--- config.mk ---
export PLATFORM = sky130hd
export DESIGN_NAME = hazard_stall_ctrl
export DESIGN_NICKNAME = d
export VERILOG_FILES = /design/src/rtl/hazard_stall_ctrl_pkg.sv /design/src/rtl/hazard_stall_ctrl_wreg_sel.sv /design/src/rtl/hazard_stall_ctrl.sv
export SDC_FILE = /design/constraint.sdc
export NUM_CORES = 1
export LEC_CHECK = 0
export ABC_AREA = 1
export BUFFER_PORTS_ARGS = -buffer_cell sky130_fd_sc_hd__buf_2
export CAP_MARGIN = 20
export CORE_AREA = 2 2 75 63
export DETAILED_ROUTE_END_ITERATION = 8
export DIE_AREA = 0 0 77 65
export PLACE_DENSITY = 0.89
export SLEW_MARGIN = 20
export SYNTH_ARGS = -nofsm -noshare
export SYNTH_HDL_FRONTEND = slang
export SYNTH_SLANG_ARGS = --single-unit
export TNS_END_PERCENT = 50
--- constraint.sdc ---
create_clock -name clk -period 3.2 [get_ports clk]
set_input_delay 0 -clock clk [delete_from_list [all_inputs] [get_ports clk]]
set_output_delay 0 -clock clk [all_outputs]
set_load 0.01 [all_outputs]
--- src/rtl/hazard_stall_ctrl_pkg.sv ---
// Shared pipeline definitions: MIPS opcode constants, stall state encoding
// and small decode helpers used by the hazard and forwarding logic.
package hazard_stall_ctrl_pkg;

  localparam logic [5:0] OP_R   = 6'h00;
  localparam logic [5:0] OP_LW  = 6'h23;
  localparam logic [5:0] OP_SW  = 6'h2B;
  localparam logic [5:0] OP_BEQ = 6'h04;
  localparam logic [5:0] OP_BNE = 6'h05;
  localparam logic [5:0] OP_J   = 6'h02;
  localparam logic [5:0] OP_JAL = 6'h03;

  localparam int CNT_W       = 2;
  localparam int STALL_CNT_W = 16;

  typedef enum logic {
    ST_RUN  = 1'b0,
    ST_HOLD = 1'b1
  } stall_state_e;

  // rt is a true source only for R-type, stores and the two compare branches
  function automatic logic uses_rt(input logic [5:0] op);
    return (op == OP_R) || (op == OP_SW) || (op == OP_BEQ) || (op == OP_BNE);
  endfunction

  function automatic logic is_jump_op(input logic [5:0] op);
    return (op == OP_J) || (op == OP_JAL);
  endfunction

  function automatic logic is_load_op(input logic [5:0] op);
    return op == OP_LW;
  endfunction

endpackage

--- src/rtl/hazard_stall_ctrl_wreg_sel.sv ---
// Destination-register extraction for one pipeline stage; register 0 is
// reported as invalid so it can never create a dependency.
module wreg_sel
  import hazard_stall_ctrl_pkg::*;
(
  input  logic [31:0] instru,
  output logic [4:0]  wreg,
  output logic        wreg_valid
);

  logic unused_bits;

  assign wreg        = (instru[31:26] == OP_R) ? instru[15:11] : instru[20:16];
  assign wreg_valid  = (wreg != 5'd0);
  assign unused_bits = ^{instru[25:21], instru[10:0]};

endmodule

--- src/rtl/hazard_stall_ctrl.sv ---
// ID-stage hazard detection: computes the stall depth for load-use and
// branch-compare dependencies, sequences multi-cycle stalls and flushes.
module hazard_stall_ctrl
  import hazard_stall_ctrl_pkg::*;
(
  input  logic        clk,
  input  logic        reset,
  input  logic [31:0] id_instru,
  input  logic [31:0] ex_instru,
  input  logic [31:0] ex_mem_instru,
  input  logic        c_ex_MemRead,
  input  logic        c_ex_RegWrite,
  input  logic        c_ex_mem_MemRead,
  input  logic        c_ex_mem_RegWrite,
  input  logic        c_id_branch,
  input  logic        c_id_jump,
  input  logic        c_branch_taken,
  output logic        c_pc_write,
  output logic        c_if_id_write,
  output logic        c_id_ex_bubble,
  output logic        c_if_id_flush,
  output logic [15:0] c_stall_cnt
);

  logic [4:0]             ex_wreg;
  logic [4:0]             mem_wreg;
  logic                   ex_wreg_vld;
  logic                   mem_wreg_vld;
  logic [4:0]             id_rs;
  logic [4:0]             id_rt;
  logic                   id_rt_used;
  logic                   ex_match;
  logic                   mem_match;
  logic [CNT_W-1:0]       need;
  logic [CNT_W-1:0]       cnt;
  stall_state_e           state;
  logic                   stall;
  logic                   unused_id;

  function automatic logic [STALL_CNT_W-1:0] sat_inc(input logic [STALL_CNT_W-1:0] v);
    return (v == {STALL_CNT_W{1'b1}}) ? v : v + 1'b1;
  endfunction

  function automatic logic [CNT_W-1:0] max_need(input logic [CNT_W-1:0] a,
                                                input logic [CNT_W-1:0] b);
    return (a > b) ? a : b;
  endfunction

  wreg_sel u_ex_wreg (
    .instru     (ex_instru),
    .wreg       (ex_wreg),
    .wreg_valid (ex_wreg_vld)
  );

  wreg_sel u_mem_wreg (
    .instru     (ex_mem_instru),
    .wreg       (mem_wreg),
    .wreg_valid (mem_wreg_vld)
  );

  assign id_rs      = id_instru[25:21];
  assign id_rt      = id_instru[20:16];
  assign id_rt_used = uses_rt(id_instru[31:26]);
  assign unused_id  = ^id_instru[15:0];

  assign ex_match  = ex_wreg_vld &&
                     ((ex_wreg == id_rs) || (id_rt_used && (ex_wreg == id_rt)));
  assign mem_match = mem_wreg_vld &&
                     ((mem_wreg == id_rs) || (id_rt_used && (mem_wreg == id_rt)));

  // Stall depth is the worst case over all hazard rules that fire
  always_comb begin
    need = '0;
    if (c_ex_MemRead && ex_match)
      need = max_need(need, 2'd1);
    if (c_id_branch && c_ex_RegWrite && !c_ex_MemRead && ex_match)
      need = max_need(need, 2'd1);
    if (c_id_branch && c_ex_MemRead && ex_match)
      need = max_need(need, 2'd2);
    if (c_id_branch && c_ex_mem_MemRead && c_ex_mem_RegWrite && mem_match)
      need = max_need(need, 2'd1);
  end

  assign state = (cnt == '0) ? ST_RUN : ST_HOLD;

  // Reset forces run values on the outputs without waiting for an edge
  assign stall = !reset && ((state == ST_HOLD) || (need != '0));

  assign c_pc_write     = !stall;
  assign c_if_id_write  = !stall;
  assign c_id_ex_bubble = stall;
  assign c_if_id_flush  = !reset && !stall &&
                          ((c_branch_taken && c_id_branch) || c_id_jump);

  always_ff @(posedge clk or posedge reset) begin
    if (reset) begin
      cnt         <= '0;
      c_stall_cnt <= '0;
    end else begin
      case (state)
        ST_RUN:  if (need != '0) cnt <= need - 2'd1;
        ST_HOLD: cnt <= cnt - 2'd1;
        default: cnt <= '0;
      endcase
      if (stall)
        c_stall_cnt <= sat_inc(c_stall_cnt);
    end
  end

endmodule

==> reports/metrics.yaml <==
clock_network:
  cts_root_buf: "clkbuf_8"
  cts_buffers: 3
  cts_setup_buffers: 0
  clockBufferDepth: 2
  worstSkewPairLatency_ns: 0.26
  cts_tree: "yes"
  cts.clk_slew.worst_paths_ns: 0.07
  htree_levels: 1
  cts_num_sinks: 18
  holdBufCountCts: 1
  cts_resized: 0
timing:
  period_needed_ns: 2.205
  fin_skew_ns: 0.006836
  setup_viol: 0
  holdWs_ns: 0.04115
  hold_viol: 0
  slew_violations: 0
  worst-slew-pin-transition_ns: 0.6059
  fin_crit_sh_pct: 68.91
  rsz0062_at_grt: "no"
  max_slew_margin_pct: 59.35
  tns_ns: 0
  fmax_mhz: 453.5
worst_setup_path:
  arrival_ns: 2.36
  path_cells: "ha_1 -> nand3_1 -> inv_1 -> nand2_1 -> nor3_1 -> nand4_1 -> buf_4 -> nand4_1 -> nand2_1"
  critPathMaxStageDelay_ns: 0.43
  startpoint: "c_stall_cnt[0]"
  slowest_stage: "dfrtp_1"
  cp_num_buf_inv: 2
  critical_path_class: "register to register"
  r2r_end: "c_stall_cnt[15]"
  reg2reg_slack_ns: 0.99
  worstPathMaxFanout: 9
  crit_path_end: "c_stall_cnt[15]"
  startpoint_type: "register"
  r2r_start: "c_stall_cnt[0]"
  worstPathRequired_ns: 3.35
  crit_path_end_kind: "register"
  reg2reg_depth: 9
  path_delay_family: "simple AND/OR/NAND/NOR gates"
  crit_cells: 9
logic_synthesis:
  syn_nets: 418
  ys_ff_latch: 18
  synth-async-reset-ratio_pct: 100.0
  synth_top_area_share_pct: 23.20
  synth.yosys.seq_area_share_pct: 23.20
  synth_edf_count: 0
  yosys_warnings: 0
  synth-main-ff-cell: "dfrtp_1"
  postSynthAreaPerCell_um2: 6.224
  ys_types: 23
  synth_area_leaders: "dfrtp_1 (23%), nand2_1 (20%), nand4_1 (11%), nand3_1 (8.5%), inv_1 (8.3%)"
  yosys.area.top_type: "dfrtp_1"
  synth_cells: 312
  synth_area_um2: 1942
  synth_most_common_cell: "nand2_1"
  synth_common_cells: "nand2_1 (102), inv_1 (43), nand4_1 (34), nand3_1 (33), nor2_1 (29)"
floorplanning:
  dieHeight_um: 65
  row_count: 22
  core_area_um2: 4349
  die_area_um2: 5005
  num_io_pins: 125
  die_w_um: 77
  start_util_pct: 44.65
global_routing:
  grt_max_degree: 21
  grt_pass1_wl_um: 8873
  grt_overflow: 0
  grt_pass1_vias: 2046
  grt_antenna_before_repair: 0
  grt.total_usage_pct: 21.39
place:
  dpl-instance-area_um2: 2379
  place.gp.congestion: 0.9492
  io_buffers: 76
  dp_hpwl_um: 4153
detailed_routing:
  vias: 2314
  drt-total-wl_um: 5260
  drc: 0
  ant_nets: 0
  vias_per_cell: 5.142
  routedWlPerCell_um: 11.69
  first_pass_iters: 4
  drt-initial-drc-count: 258
power_and_ir_drop:
  leakage_nw: 1.442
  ir_worst_vdd_mv: 0.1621
  power_w: 0.0006798
  power_density_nw_per_um2: 278.2
layout:
  fin_area_um2: 2444
  layout-drive-gt1-share_pct: 26.41
  diodes: 0
  areaGrowthSynthToFinish_pct: 25.84
  nets: 497
job:
  max_cap_viol_count: 0
status:
  status: "finished clean"
hold_path:
  hold_class: "primary input to register"
==> registers in the layout (all words and copies together) (netlist names) <==
register,flops
c_stall_cnt,16
cnt,2
==> area by class of cell <==
class	instances	area, µm²
Inverter	45	168.9
Sequential cell	18	450.4
Clock buffer	4	55.05
Multi-Input combinational cell	244	1289
Timing Repair Buffer	79	405.4
Fill cell	441	1906
Tap cell	60	75.07
==> layout by cell type, fill, tap and decap left out, types with 4 or more instances in the layout <==
cell type  count
nand4_1       34
dfrtp_1       18
nor2_1        29
nand2_2        9
xor2_1        12
clkbuf_8       4
buf_2         76
nand2_1      102
nand3_1       33
nand3_4        4
xnor2_1        4
inv_1         43
==> through the flow <==
stage | worst slack (ns) | util [%] | cells
6_report | 0.9949 | 56.19 | 450
5_1_grt | 0.7345 | 56.19 | 450
4_1_cts | 0.9843 | 56.19 | 450
3_5_place_dp | 1.013 | 54.69 | 445
3_3_place_gp | 0.9690 | 54.69 | 445
2_1_floorplan | 1.305 | - | 312
==> worst min-delay path by stage <==
stage / startpoint / to / slack [ns] / depth (start not counted)
3_3_place_gp: reset / c_stall_cnt[14] / 0.01 / 2
4_1_cts: c_ex_MemRead / cnt[0] / 0.04 / 3
3_5_place_dp: reset / c_stall_cnt[14] / 0.03 / 2
6_report: c_ex_MemRead / cnt[0] / 0.04 / 3
2_1_floorplan: reset / c_if_id_flush / 0.05 / 1
5_1_grt: c_ex_MemRead / cnt[0] / 0.04 / 3
==> kinds of logic after synthesis <==
family / Yosys count / synth area share (%)
AND/OR/NAND/NOR: 224 / 57.60
buffers and inverters: 50 / 10.44
flip-flops: 18 / 23.20
XOR/XNOR: 16 / 7.216
AO/OA/AOI/OAI: 3 / 0.9022
adder cells (fa/ha/maj): 1 / 0.6442
==> tightest hold or removal path, stage by stage <==
cell and delay, ns:
buf_2 0.12, nand4_1 0.08, a21oi_1 0.06
==> where the power goes <==
part | leakage, nW | switching, W | internal (W) | total [W]
sequential | 0.248 | 0.0000277 | 0.000245 | 0.000273
combinational | 1.16 | 0.000126 | 0.0000885 | 0.000214
clock | 0.0288 | 0.0000828 | 0.000110 | 0.000192
total | 1.44 | 0.000236 | 0.000443 | 0.000680
==> layer usage <==
layer  vias to the layer above  part of all wire (%)  GRT usage, %
met5                         -                     0             0
met4                         0                   1.0         4.464
met3                         9                   6.6         2.089
met2                       104                    44         35.75
met1                      1035                    48         30.19
li1                       1166                     -             -
(Power assumes the default switching activity.)
